<file path="src/rtl/pipeline_scoreboard_pkg.sv">
// Shared core definitions for the multi-cycle unit scoreboard: unit encodings and default sizes.
// Pure declarations; no logic, latency or flow control lives here.
package pipeline_scoreboard_pkg;

  localparam int NUNITS_DEF   = 3;
  localparam int NSRC_DEF     = 3;
  localparam int RW_DEF       = 5;
  localparam int ZERO_REG_DEF = 1;
  localparam int CNT_W_DEF    = 16;

  typedef enum logic [1:0] {
    UNIT_MUL    = 2'd0,
    UNIT_ATOMIC = 2'd1,
    UNIT_FPU    = 2'd2
  } unit_e;

endpackage

</file>
<file path="src/rtl/scoreboard_entry.sv">
// One unit's in-flight entry plus its one-cycle writeback shadow, with per-port rd comparators.
// State updates at the next edge; raw_hit/busy are combinational from registered state.
module scoreboard_entry
  import pipeline_scoreboard_pkg::*;
#(
  parameter int NSRC = NSRC_DEF,
  parameter int RW   = RW_DEF
) (
  input  logic             clk,
  input  logic             reset_n,
  input  logic             flush,
  input  logic             issue,
  input  logic             issue_wr,
  input  logic [RW-1:0]    issue_rd,
  input  logic             done,
  input  logic [NSRC*RW-1:0] src,
  input  logic [NSRC-1:0]  src_chk,
  output logic             busy,
  output logic             raw_hit
);

  typedef struct packed {
    logic          valid;
    logic          wr;
    logic [RW-1:0] rd;
  } slot_t;

  slot_t entry_q, entry_d, shadow_q, shadow_d;
  logic [NSRC-1:0] hit;

  always_comb begin
    entry_d  = entry_q;
    shadow_d = '0;
    if (flush) begin
      entry_d = '0;
    end else begin
      // The shadow keeps the register blocked for the cycle the result is being written back.
      if (done && entry_q.valid) begin
        entry_d.valid = 1'b0;
        shadow_d      = '{valid: 1'b1, wr: entry_q.wr, rd: entry_q.rd};
      end
      if (issue) begin
        entry_d = '{valid: 1'b1, wr: issue_wr, rd: issue_rd};
      end
    end
  end

  always_ff @(posedge clk or negedge reset_n) begin
    if (!reset_n) begin
      entry_q  <= '0;
      shadow_q <= '0;
    end else begin
      entry_q  <= entry_d;
      shadow_q <= shadow_d;
    end
  end

  always_comb begin
    hit = '0;
    for (int k = 0; k < NSRC; k++) begin
      hit[k] = src_chk[k] &
               ((entry_q.valid  & entry_q.wr  & (src[k*RW +: RW] == entry_q.rd)) |
                (shadow_q.valid & shadow_q.wr & (src[k*RW +: RW] == shadow_q.rd)));
    end
  end

  assign raw_hit = |hit;
  assign busy    = entry_q.valid;

endmodule

</file>
<file path="src/rtl/pipeline_scoreboard.sv">
// ID-stage hazard scoreboard for multi-cycle units: combinational stall/bubble from registered entries.
// Issue is recorded at the next edge; a held instruction simply waits while stall is high.
module pipeline_scoreboard
  import pipeline_scoreboard_pkg::*;
#(
  parameter int NUNITS   = NUNITS_DEF,
  parameter int NSRC     = NSRC_DEF,
  parameter int RW       = RW_DEF,
  parameter int ZERO_REG = ZERO_REG_DEF,
  parameter int CNT_W    = CNT_W_DEF,
  localparam int UW      = (NUNITS > 1) ? $clog2(NUNITS) : 1
) (
  input  logic               clk,
  input  logic               reset_n,
  input  logic               id_valid,
  input  logic [NSRC*RW-1:0] id_src,
  input  logic [NSRC-1:0]    id_src_en,
  input  logic               id_long,
  input  logic [UW-1:0]      id_unit,
  input  logic [RW-1:0]      id_rd,
  input  logic               id_rd_we,
  input  logic [NUNITS-1:0]  unit_done,
  input  logic               flush,
  output logic               stall,
  output logic               bubble,
  output logic [NUNITS-1:0]  unit_busy,
  output logic [CNT_W-1:0]   stall_count
);

  localparam bit ZR = (ZERO_REG != 0);

  logic [NSRC-1:0]   src_chk;
  logic [NUNITS-1:0] raw_vec;
  logic [NUNITS-1:0] busy_vec;
  logic              struct_hz;
  logic              issue;
  logic              issue_wr;
  logic [CNT_W-1:0]  stall_count_q, stall_count_d;

  always_comb begin
    src_chk = '0;
    for (int k = 0; k < NSRC; k++) begin
      src_chk[k] = id_valid & id_src_en[k] & ~(ZR && (id_src[k*RW +: RW] == '0));
    end
  end

  // A unit finishing this cycle still counts as occupied; the new issue goes in one cycle later.
  always_comb begin
    struct_hz = 1'b0;
    for (int u = 0; u < NUNITS; u++) begin
      if (id_unit == UW'(u)) struct_hz = busy_vec[u];
    end
    struct_hz = struct_hz & id_valid & id_long;
  end

  assign stall    = (|raw_vec) | struct_hz;
  assign bubble   = stall & id_valid;
  assign issue    = id_valid & id_long & ~stall & ~flush;
  assign issue_wr = id_rd_we & ~(ZR && (id_rd == '0));

  for (genvar u = 0; u < NUNITS; u++) begin : g_unit
    scoreboard_entry #(
      .NSRC (NSRC),
      .RW   (RW)
    ) u_entry (
      .clk      (clk),
      .reset_n  (reset_n),
      .flush    (flush),
      .issue    (issue && (id_unit == UW'(u))),
      .issue_wr (issue_wr),
      .issue_rd (id_rd),
      .done     (unit_done[u]),
      .src      (id_src),
      .src_chk  (src_chk),
      .busy     (busy_vec[u]),
      .raw_hit  (raw_vec[u])
    );
  end

  always_comb begin
    stall_count_d = stall_count_q;
    if (stall && (stall_count_q != '1)) stall_count_d = stall_count_q + CNT_W'(1);
  end

  always_ff @(posedge clk or negedge reset_n) begin
    if (!reset_n) stall_count_q <= '0;
    else          stall_count_q <= stall_count_d;
  end

  assign unit_busy   = busy_vec;
  assign stall_count = stall_count_q;

endmodule

</file>
<file path="config.mk">
export PLATFORM = sky130hd
export DESIGN_NAME = pipeline_scoreboard
export DESIGN_NICKNAME = d
export VERILOG_FILES = /design/src/rtl/pipeline_scoreboard_pkg.sv /design/src/rtl/scoreboard_entry.sv /design/src/rtl/pipeline_scoreboard.sv
export SDC_FILE = /design/constraint.sdc
export NUM_CORES = 1
export LEC_CHECK = 0
export ABC_AREA = 1
export BUFFER_PORTS_ARGS = -buffer_cell sky130_fd_sc_hd__clkbuf_2
export CORE_ASPECT_RATIO = 2
export CORE_MARGIN = 2
export CORE_UTILIZATION = 45
export CTS_BUF_LIST = sky130_fd_sc_hd__clkbuf_2 sky130_fd_sc_hd__clkbuf_4 sky130_fd_sc_hd__clkbuf_8
export DETAILED_ROUTE_END_ITERATION = 8
export PLACE_DENSITY = 0.65
export SLEW_MARGIN = 0
export SYNTH_ARGS = -nofsm -noshare
export SYNTH_HDL_FRONTEND = slang
export SYNTH_HIERARCHICAL = 1
export SYNTH_SLANG_ARGS = --single-unit
</file>
<file path="constraint.sdc">
create_clock -name clk -period 5.9 [get_ports clk]
set_input_delay 0.59 -clock clk [delete_from_list [all_inputs] [get_ports clk]]
set_output_delay 0.59 -clock clk [all_outputs]
set_load 0.005 [all_outputs]
</file>
==> results of run 1 <==
## cell families after synthesis
logic type / Yosys count / share of synthesized area
buf+inv: 109 / 0.0990
fa+ha+maj: 1 / 0.00293
compound gates: 40 / 0.0483
simple gates: 510 / 0.486
flops: 58 / 0.340
xor+xnor: 12 / 0.0246
## final cells by class
type | instances | area [sq um]
fill | 985 | 4450
multi-input combinational | 563 | 2400
sequential | 58 | 1450
inverter | 103 | 387
timing repair buffer | 55 | 278
clock buffer | 13 | 166
tap | 104 | 130
clock inverter | 2 | 60.1
## sequential cells by signal, summed over array words and instances (netlist names)
| register | flops |
|---|---|
| stall_count | 16 |
| g_unit.u_entry/busy | 3 |
| g_unit.u_entry/shadow_q | 21 |
| g_unit.u_entry/entry_q | 18 |
## how the worst min path moves through the flow
stage / slack [ns] / cells after the start / endpoint / startpoint
floorplan: 0.29 / 0 / g_unit[0].u_entry/busy$_DFFE_PN0P_ / reset_n
global placement: 0.52 / 2 / g_unit[2].u_entry/shadow_q[5]$_DFF_PN0_ / g_unit[2].u_entry/entry_q[5]$_DFFE_PN0P_
detailed placement: 0.51 / 2 / g_unit[2].u_entry/shadow_q[5]$_DFF_PN0_ / g_unit[2].u_entry/entry_q[5]$_DFFE_PN0P_
CTS: 0.40 / 2 / stall_count[1]$_DFFE_PN0P_ / reset_n
global route: 0.44 / 2 / stall_count[1]$_DFFE_PN0P_ / reset_n
finish: 0.38 / 2 / stall_count[4]$_DFFE_PN0P_ / reset_n
## cells in the final DEF, fill, tap and decap left out
| cell type | count |
|---|---|
| nor2_4 | 1 |
| nor3_1 | 7 |
| nor2_2 | 5 |
| clkbuf_2 | 54 |
| a21oi_1 | 1 |
| clkinv_1 | 3 |
| nand3_1 | 64 |
| or2_2 | 1 |
| nand4_1 | 2 |
| nand2_2 | 1 |
| inv_1 | 87 |
| nand2_4 | 1 |
| nand3b_1 | 2 |
| buf_4 | 1 |
| xnor2_1 | 3 |
| inv_2 | 13 |
| or2_1 | 3 |
| clkbuf_8 | 11 |
| bufinv_16 | 2 |
| nor2_1 | 105 |
| o21ai_0 | 37 |
| o41ai_1 | 1 |
| ha_1 | 1 |
| nand2_1 | 315 |
| a21boi_0 | 1 |
| nand3_2 | 3 |
| dfrtp_1 | 58 |
| xor2_1 | 9 |
| clkbuf_4 | 2 |
## worst max-delay path: cells and delay by family
family / cells / cell delay (ns)
AOI/OAI and AO/OA: 1 / 0.20
buffers and inverters: 3 / 0.61
and+or+nand+nor: 7 / 1.27
## power by group through the flow
stage               logic (mW)  registers (mW)  clock network, mW
floorplan               0.0517           0.412                  0
global placement         0.105           0.413                  0
detailed placement       0.107           0.413                  0
CTS                      0.107           0.406              0.424
global route             0.121           0.406              0.438
finish                   0.108           0.406              0.412
## layer usage
| layer | track usage | up-vias | part of all wire |
|---|---|---|---|
| li1 | - | 2346 | - |
| met1 | 0.296 | 2080 | 0.38 |
| met2 | 0.489 | 188 | 0.52 |
| met3 | 0.0355 | 55 | 0.048 |
| met4 | 0.164 | 0 | 0.061 |
| met5 | 0 | - | 0 |
==> impl_metrics.ini, run 1 <==
[setup_path]
required_ns = 5.31
critPathCaptureType = primary output
max_stage_delay_ns = 0.46
r2r_start = g_unit[2].u_entry/entry_q[2]$_DFFE_PN0P_
path_max_fanout = 12
worst-setup-path-type = input pin to primary output
cp_data_arrival_time_ns = 2.68
reg2regPathDepth = 13
crit_path_frequent_cell = nand2_1
critical_path.cell_chain = clkbuf_2 -> inv_1 -> o21ai_0 -> nor2_1 -> nand3_1 -> nand2_1 -> nand2_1 -> nand3_2 -> nor3_1 -> nand2_1 -> clkbuf_2
r2r_end = g_unit[0].u_entry/entry_q[2]$_DFFE_PN0P_
rrSetupSlack_ns = 2.90
setup.worst_path.end = stall
crit_path_start = id_src[13]
start_kind = input pin
crit_slowest_cell = nand2_1

[power]
comb_power_share = 0.116
power.switching_mw = 0.225
p_clk_frac = 0.445
p_total_mw = 0.926
max-vdd-ir-drop_v = 0.000255
p_leak_nw = 2.77
power.internal_mw = 0.701
switching_share = 0.243
pwr-share-seq = 0.439
power.density_nw_per_um2 = 190

[cts]
clkTransAtPathRegs_ns = 0.06
cts_buffers = 9
clockBufferDepth = 2
clkLatencyLatePin_ns = 0.34
cts-root-buf = clkbuf_8
cts_tree = yes
postCtsSetupRepairBufs = 0
htree_num_levels = 3
ctsHoldBuffers = 0
cts.sinks = 58
cts_resized = 0

[sta]
tightest_slew_ns = 0.879
tns_ns = 0
skew_ns = 0.00437
finalMaxSlewViolations = 0
fin_ws_ns = 2.63
fin_crit_sh = 0.555
finalSetupViolations = 0
rsz0062_at_grt = false
hold_viol_final = 0
relSlewSlack = 0.409
period_needed_ns = 3.27
fmax_ghz = 0.306
hold_slack_ns = 0.376

[logic_synthesis]
yosysMostFrequentCell = nand2_1
async_reset_ff_frac = 1.00
synth.top_cell.area_share = 0.340
synth_edf_count = 0
ys.warnings.count = 6
yosysSeqAreaShare = 0.340
yosysTopAreaCell = dfrtp_1
syn_area_sq_um = 4270
synth.top_cells.by_area = dfrtp_1 (34%), nand2_1 (28%), nor2_1 (9.2%)
synth_cell_types = 27
synth_ff_type = dfrtp_1
syn_nets = 765
synth_cells = 730
synth_top_cells_by_count = nand2_1 (315), nor2_1 (105), inv_1 (87)
synth_seq_cells = 58
avgSynthCellArea_sq_um = 5.85

[die]
rows = 50
initial_utilization = 0.458
fp.dieW_um = 72.9
die-area_sq_um = 10300
die_h_um = 142
core_sq_um = 9320
io_pins = 55

[placed_design]
dp_slack_ns = 2.49
place.gp.congestion = 0.969
dpl_cell_area_sq_um = 4640
io_buffer_count = 54
dpl.hpwl_um = 10400
dp_cells = 883

[detailed_routing]
dr.pass1.iters = 5
avgViaCountPerCell = 5.20
vias = 4669
drt-total-wl_um = 13300
wire_per_inst_um = 14.8
drc = 0
ant_nets = 0
drtIter0Drc = 295

[layout]
final_design_area_no_fill_sq_um = 4870
area_delta_synth_final_pct = 14.0
stdcell_count = 898
fin_util = 0.523
drive_above_1_share = 0.120
n_antenna_cell = 0
final_nets = 825

[flow_run]
maxCapViolations = 0

[grt]
overflow = 0
grt_max_degree = 59
grt_first_pass_wirelength_um = 21500
track_usage = 0.274
grt_pass1_vias = 4457
antenna_found_initial = 0

[worst_hold_path]
hp-class = input pin to asynchronous set/reset pin

[status]
status = finished clean
Power figures use the tool's default switching activity.
==> inputs of run 2 (changes only) <==
--- a/config.mk
+++ b/config.mk
@@ -5,14 +5,14 @@
 export SDC_FILE = /design/constraint.sdc
 export NUM_CORES = 1
 export LEC_CHECK = 0
-export ABC_AREA = 1
+export ABC_AREA = 0
 export BUFFER_PORTS_ARGS = -buffer_cell sky130_fd_sc_hd__clkbuf_2
 export CORE_ASPECT_RATIO = 2
 export CORE_MARGIN = 2
 export CORE_UTILIZATION = 45
 export CTS_BUF_LIST = sky130_fd_sc_hd__clkbuf_2 sky130_fd_sc_hd__clkbuf_4 sky130_fd_sc_hd__clkbuf_8
 export DETAILED_ROUTE_END_ITERATION = 8
-export PLACE_DENSITY = 0.65
+export PLACE_DENSITY = 0.68
 export SLEW_MARGIN = 0
 export SYNTH_ARGS = -nofsm -noshare
 export SYNTH_HDL_FRONTEND = slang
==> constraint.sdc (replaced) <==
create_clock -name clk -period 2.7 [get_ports clk]
set_input_delay 0.27 -clock clk [delete_from_list [all_inputs] [get_ports clk]]
set_output_delay 0.27 -clock clk [all_outputs]
set_load 0.005 [all_outputs]
==> run 2 against run 1 <==
The run now ends with setup timing left. Synthesized area is 17% lower. Final cell count is 40% lower. Sequential cell count stayed put. Critical path depth is 1 higher. Largest cell class unchanged. Highest routed layer unchanged.
==> impl_metrics.ini, run 2 <==
[cts]
clkLatencyLatePin_ns = 0.33
htree_num_levels = 3
clockBufferDepth = 2
cts-root-buf = clkbuf_8
cts_buffers = 9
clkTransAtPathRegs_ns = 0.07
cts_tree = yes
cts.sinks = 58

[sta]
hold_viol_final = 0
tightest_slew_ns = 0.727
skew_ns = 0.00822
fin_ws_ns = -0.0586
finalMaxSlewViolations = 0
relSlewSlack = 0.515
period_needed_ns = 2.76
hold_slack_ns = 0.0822
fin_crit_sh = 1.02
rsz0062_at_grt = true
tns_ns = -0.0643
finalSetupViolations = 2
fmax_ghz = 0.363

[die]
initial_utilization = 0.465
io_pins = 55
core_sq_um = 7600
die_h_um = 129
rows = 45
die-area_sq_um = 8620
fp.dieW_um = 66.7

[layout]
area_delta_synth_final_pct = 24.6
final_design_area_no_fill_sq_um = 4400
layout_commonest_cell = xor2_1
n_antenna_cell = 0
final_cell_mix = xor2_1 (59), dfrtp_1 (57), clkbuf_2 (52), xnor2_1 (45), nor2_1 (29)
final_nets = 475
largest_reg_flops = 21
largest_register = g_unit.u_entry/shadow_q
drive_above_1_share = 0.279

[power]
max-vdd-ir-drop_v = 0.000351
p_leak_nw = 2.10
p_total_mw = 1.96
power.density_nw_per_um2 = 446

[grt]
grt_first_pass_wirelength_um = 15700
antenna_found_initial = 0
track_usage = 0.250
grt_pass1_vias = 3167
grt_max_degree = 59
overflow = 0

[logic_synthesis]
yosysTopAreaCell = dfrtp_1
synth_ff_type = dfrtp_1
avgSynthCellArea_sq_um = 10.0
synth_seq_cells = 58
async_reset_ff_frac = 1.00
synth_cell_types = 36
yosysMostFrequentCell = xor2_1
syn_nets = 387
synth.top_cells.by_area = dfrtp_1 (41%), xor2_1 (15%), xnor2_1 (11%)
synth_edf_count = 0
synth_cells = 352
synth.top_cell.area_share = 0.411
synth_top_cells_by_count = xor2_1 (59), dfrtp_1 (58), xnor2_1 (45)
yosysSeqAreaShare = 0.411
ys.warnings.count = 6
syn_area_sq_um = 3530

[setup_path]
cp_data_arrival_time_ns = 2.49
path_max_fanout = 6
start_kind = input pin
required_ns = 2.43
critPathCaptureType = primary output
worst-setup-path-type = input pin to primary output

[detailed_routing]
drt-total-wl_um = 9840
wire_per_inst_um = 18.3
drtIter0Drc = 143
drc = 0
avgViaCountPerCell = 5.60
vias = 3021
ant_nets = 0
dr.pass1.iters = 5

[status]
status = finished with violations
violations = setup timing

[worst_hold_path]
hp-class = input pin to asynchronous set/reset pin

[placed_design]
dpl_cell_area_sq_um = 4090
place.gp.congestion = 0.904
io_buffer_count = 54
dpl.hpwl_um = 7630

[flow_run]
maxCapViolations = 0
==> run 2: cell types whose count changed after synthesis, moves of 36 or more <==
cell,previous run,this run
nand2_1,315,17
xor2_1,9,59
xnor2_1,3,45
nand3_1,64,4
nor2_1,105,31
o21ai_0,37,1
inv_1,87,6
==> run 2: layer usage <==
metal,track usage,vias to the layer above,wire [um]
met1,0.246,1466,3350
li1,-,1394,-
met3,0.0304,43,390
met2,0.473,118,5440
met5,0,-,0
met4,0.155,0,656
==> run 2: cell families after synthesis <==
family	Yosys count	share of synthesized area
and+or+nand+nor	139	0.220
xor gates and xnor gates	104	0.258
DFF	58	0.411
muxes	20	0.0581
AOI/OAI and AO/OA	17	0.0347
buffers and inverters	13	0.0152
adders and majority gates	1	0.00354
==> run 2: worst paths after layout <==
kind                                                             to                                     start  cells after the start  slack (ns)
min                         g_unit[2].u_entry/shadow_q[1]$_DFF_PN0_                                   reset_n                      2        0.08
min reg2reg                 g_unit[0].u_entry/shadow_q[5]$_DFF_PN0_  g_unit[0].u_entry/entry_q[5]$_DFFE_PN0P_                      1        0.51
max in group asynchronous  g_unit[0].u_entry/entry_q[2]$_DFFE_PN0P_                                   reset_n                      2        2.08
min in group clk            g_unit[2].u_entry/shadow_q[6]$_DFF_PN0_                              unit_done[2]                      3        0.23
max reg2reg                g_unit[2].u_entry/entry_q[2]$_DFFE_PN0P_  g_unit[1].u_entry/entry_q[4]$_DFFE_PN0P_                     13        0.05
max                                                          bubble                                id_src[11]                     12       -0.06
==> run 2: final cells by class <==
type,count,area [sq um]
fill,695,3200
inverter,6,25.0
timing repair buffer,84,527
tap,94,118
multi-input combinational,281,2110
clock buffer,13,160
clock inverter,3,15.0
sequential,58,1450
==> run 2: what timing repair did <==
item | CTS | global route
hold buffers | 0 | 0
resized for setup | 7 | 15
endpoints found under the setup margin | 2 | 20
pin swaps | 0 | 2
buffers inserted | 3 | 2
gates cloned | 0 | 0
==> run 2: power breakdown <==
part,switching (mW),internal (mW),total [mW],leakage [nW]
logic,0.169,0.149,0.317,1.21
registers,0.0475,0.905,0.952,0.799
clock network,0.310,0.384,0.694,0.0974
total,0.526,1.44,1.96,2.10
==> run 2: per-stage QoR <==
step                      setup slack [ns]   util  instances
after floorplan                     -0.100      -        352
after global placement              -0.248  0.538        518
after detailed placement            -0.320  0.538        518
after CTS                          -0.0455  0.569        537
after global routing                -0.157  0.579        539
final                              -0.0586  0.579        539
==> run 2: critical path: stages <==
cell,delay [ns]
buf_6,0.09
or3_4,0.37
o311a_4,0.35
nand4_1,0.10
nand4_1,0.10
a21o_2,0.19
or3_4,0.39
a41oi_2,0.20
buf_6,0.14
inv_4,0.03
and2_4,0.15
buf_6,0.11
==> inputs of run 3 (changes only) <==
--- a/config.mk
+++ b/config.mk
@@ -13,6 +13,7 @@
 export CTS_BUF_LIST = sky130_fd_sc_hd__clkbuf_2 sky130_fd_sc_hd__clkbuf_4 sky130_fd_sc_hd__clkbuf_8
 export DETAILED_ROUTE_END_ITERATION = 8
 export PLACE_DENSITY = 0.68
+export REMOVE_ABC_BUFFERS = 1
 export SLEW_MARGIN = 0
 export SYNTH_ARGS = -nofsm -noshare
 export SYNTH_HDL_FRONTEND = slang
==> run 3 against run 2 <==
The flow still finishes with violations (setup timing). Worst setup slack better by 0.035 ns. Combinational power about the same. Clock skew about the same. Clock power up 31%. Sequential cell count unchanged. Utilization up 1.6 points. Register-to-register slack better by 0.07 ns. Via count down 1.3%. Critical path type unchanged. Critical endpoint is now stall. Largest power group unchanged. Highest routed layer unchanged.
==> impl_metrics.ini, run 3 (synthesis results as in run 2) <==
[status]
status = finished with violations
violations = setup timing

[cts]
clockBufferDepth = 2
cts.sinks = 58
cts_tree = yes
clkLatencyLatePin_ns = 0.34
cts-root-buf = clkbuf_8
ctsHoldBuffers = 0
clkTransAtPathRegs_ns = 0.07
htree_num_levels = 3
cts_buffers = 9

[placed_design]
dpl.hpwl_um = 7400
place.gp.congestion = 0.952
io_buffer_count = 54
dp_slack_ns = -0.385

[grt]
grt_first_pass_wirelength_um = 15700
overflow = 0
grt_max_degree = 59
grt_pass1_vias = 3129
track_usage = 0.250
antenna_found_initial = 0

[sta]
fmax_ghz = 0.367
tightest_slew_ns = 0.722
relSlewSlack = 0.518
finalSetupViolations = 2
period_needed_ns = 2.72
skew_ns = 0.00839
fin_crit_sh = 1.01
hold_viol_final = 0
tns_ns = -0.0425
finalMaxSlewViolations = 0
rsz0062_at_grt = true
fin_ws_ns = -0.0234

[setup_path]
path_max_fanout = 6
rrSetupSlack_ns = 0.12
required_ns = 2.43
worst-setup-path-type = input pin to primary output
cp_data_arrival_time_ns = 2.45
critPathCaptureType = primary output
start_kind = input pin

[layout]
fin_util = 0.596
largest_reg_flops = 21
final_nets = 483
largest_register = g_unit.u_entry/shadow_q
final_cell_mix = xor2_1 (54), clkbuf_2 (54), dfrtp_1 (51), xnor2_1 (45), buf_4 (36)
area_delta_synth_final_pct = 28.1
n_antenna_cell = 0
drive_above_1_share = 0.313

[power]
p_leak_nw = 2.14
max-vdd-ir-drop_v = 0.000445
power.density_nw_per_um2 = 481
p_total_mw = 2.18

[die]
core_sq_um = 7600
die-area_sq_um = 8620
fp.dieW_um = 66.7
rows = 45
initial_utilization = 0.465
io_pins = 55
die_h_um = 129

[detailed_routing]
drt-total-wl_um = 9750
vias = 2982
ant_nets = 0
avgViaCountPerCell = 5.45
drc = 0
drtIter0Drc = 106
wire_per_inst_um = 17.8
dr.pass1.iters = 4

[flow_run]
maxCapViolations = 0

[worst_hold_path]
hp-class = input pin to asynchronous set/reset pin
==> run 3: worst paths after layout <==
check,endpoint,cells after the start,startpoint
setup / recovery,stall,12,id_src[1]
hold reg to reg,stall_count[11]$_DFFE_PN0P_,1,stall_count[11]$_DFFE_PN0P_
hold / removal,g_unit[2].u_entry/entry_q[5]$_DFFE_PN0P_,2,reset_n
setup reg to reg,g_unit[2].u_entry/entry_q[2]$_DFFE_PN0P_,13,g_unit[1].u_entry/entry_q[3]$_DFFE_PN0P_
min in group clk,g_unit[0].u_entry/busy$_DFFE_PN0P_,2,flush
max in group asynchronous,g_unit[0].u_entry/entry_q[1]$_DFFE_PN0P_,2,reset_n
==> run 3: per-stage QoR <==
step           std cells  instance area, sq um  hold WS, ns
6_report             547                  4530       0.0577
5_1_grt              547                  4530        0.130
4_1_cts              543                  4430       0.0857
3_5_place_dp         523                  4120        0.459
3_3_place_gp         523                  4120        0.456
2_1_floorplan        345                  3500      -0.0256
==> run 3: worst max-delay path, stage by stage <==
cell      delay, ns
clkbuf_2       0.09
or3_4          0.38
o311a_4        0.35
nand4_1        0.09
nand4_1        0.09
a21o_2         0.19
or3_4          0.39
a41oi_2        0.18
buf_4          0.15
inv_2          0.03
buf_4          0.14
clkbuf_2       0.11
==> run 3: repair_timing <==
action	CTS	global route
setup endpoints to repair	14	16
buffers inserted	4	4
resized for setup	10	14
pin swaps	0	8
==> run 3: layout make-up <==
cell class | count | area, sq um
clock buffer | 10 | 138
clock inverter | 6 | 90.1
fill | 669 | 3070
inverter | 6 | 22.5
multi-input combinational | 281 | 2130
sequential | 58 | 1460
tap | 94 | 118
timing repair buffer | 92 | 572
==> run 3: metal layers <==
layer	up-vias	track usage	share of wire
li1	1410	-	-
met1	1417	0.242	0.35
met2	112	0.459	0.55
met3	43	0.0503	0.045
met4	0	0.162	0.052
met5	-	0	0
==> run 3: power breakdown <==
| part | internal (mW) | total, mW | switching, mW |
|---|---|---|---|
| registers | 0.904 | 0.953 | 0.0487 |
| clock network | 0.545 | 0.908 | 0.362 |
| logic | 0.150 | 0.316 | 0.166 |
| total | 1.60 | 2.18 | 0.577 |
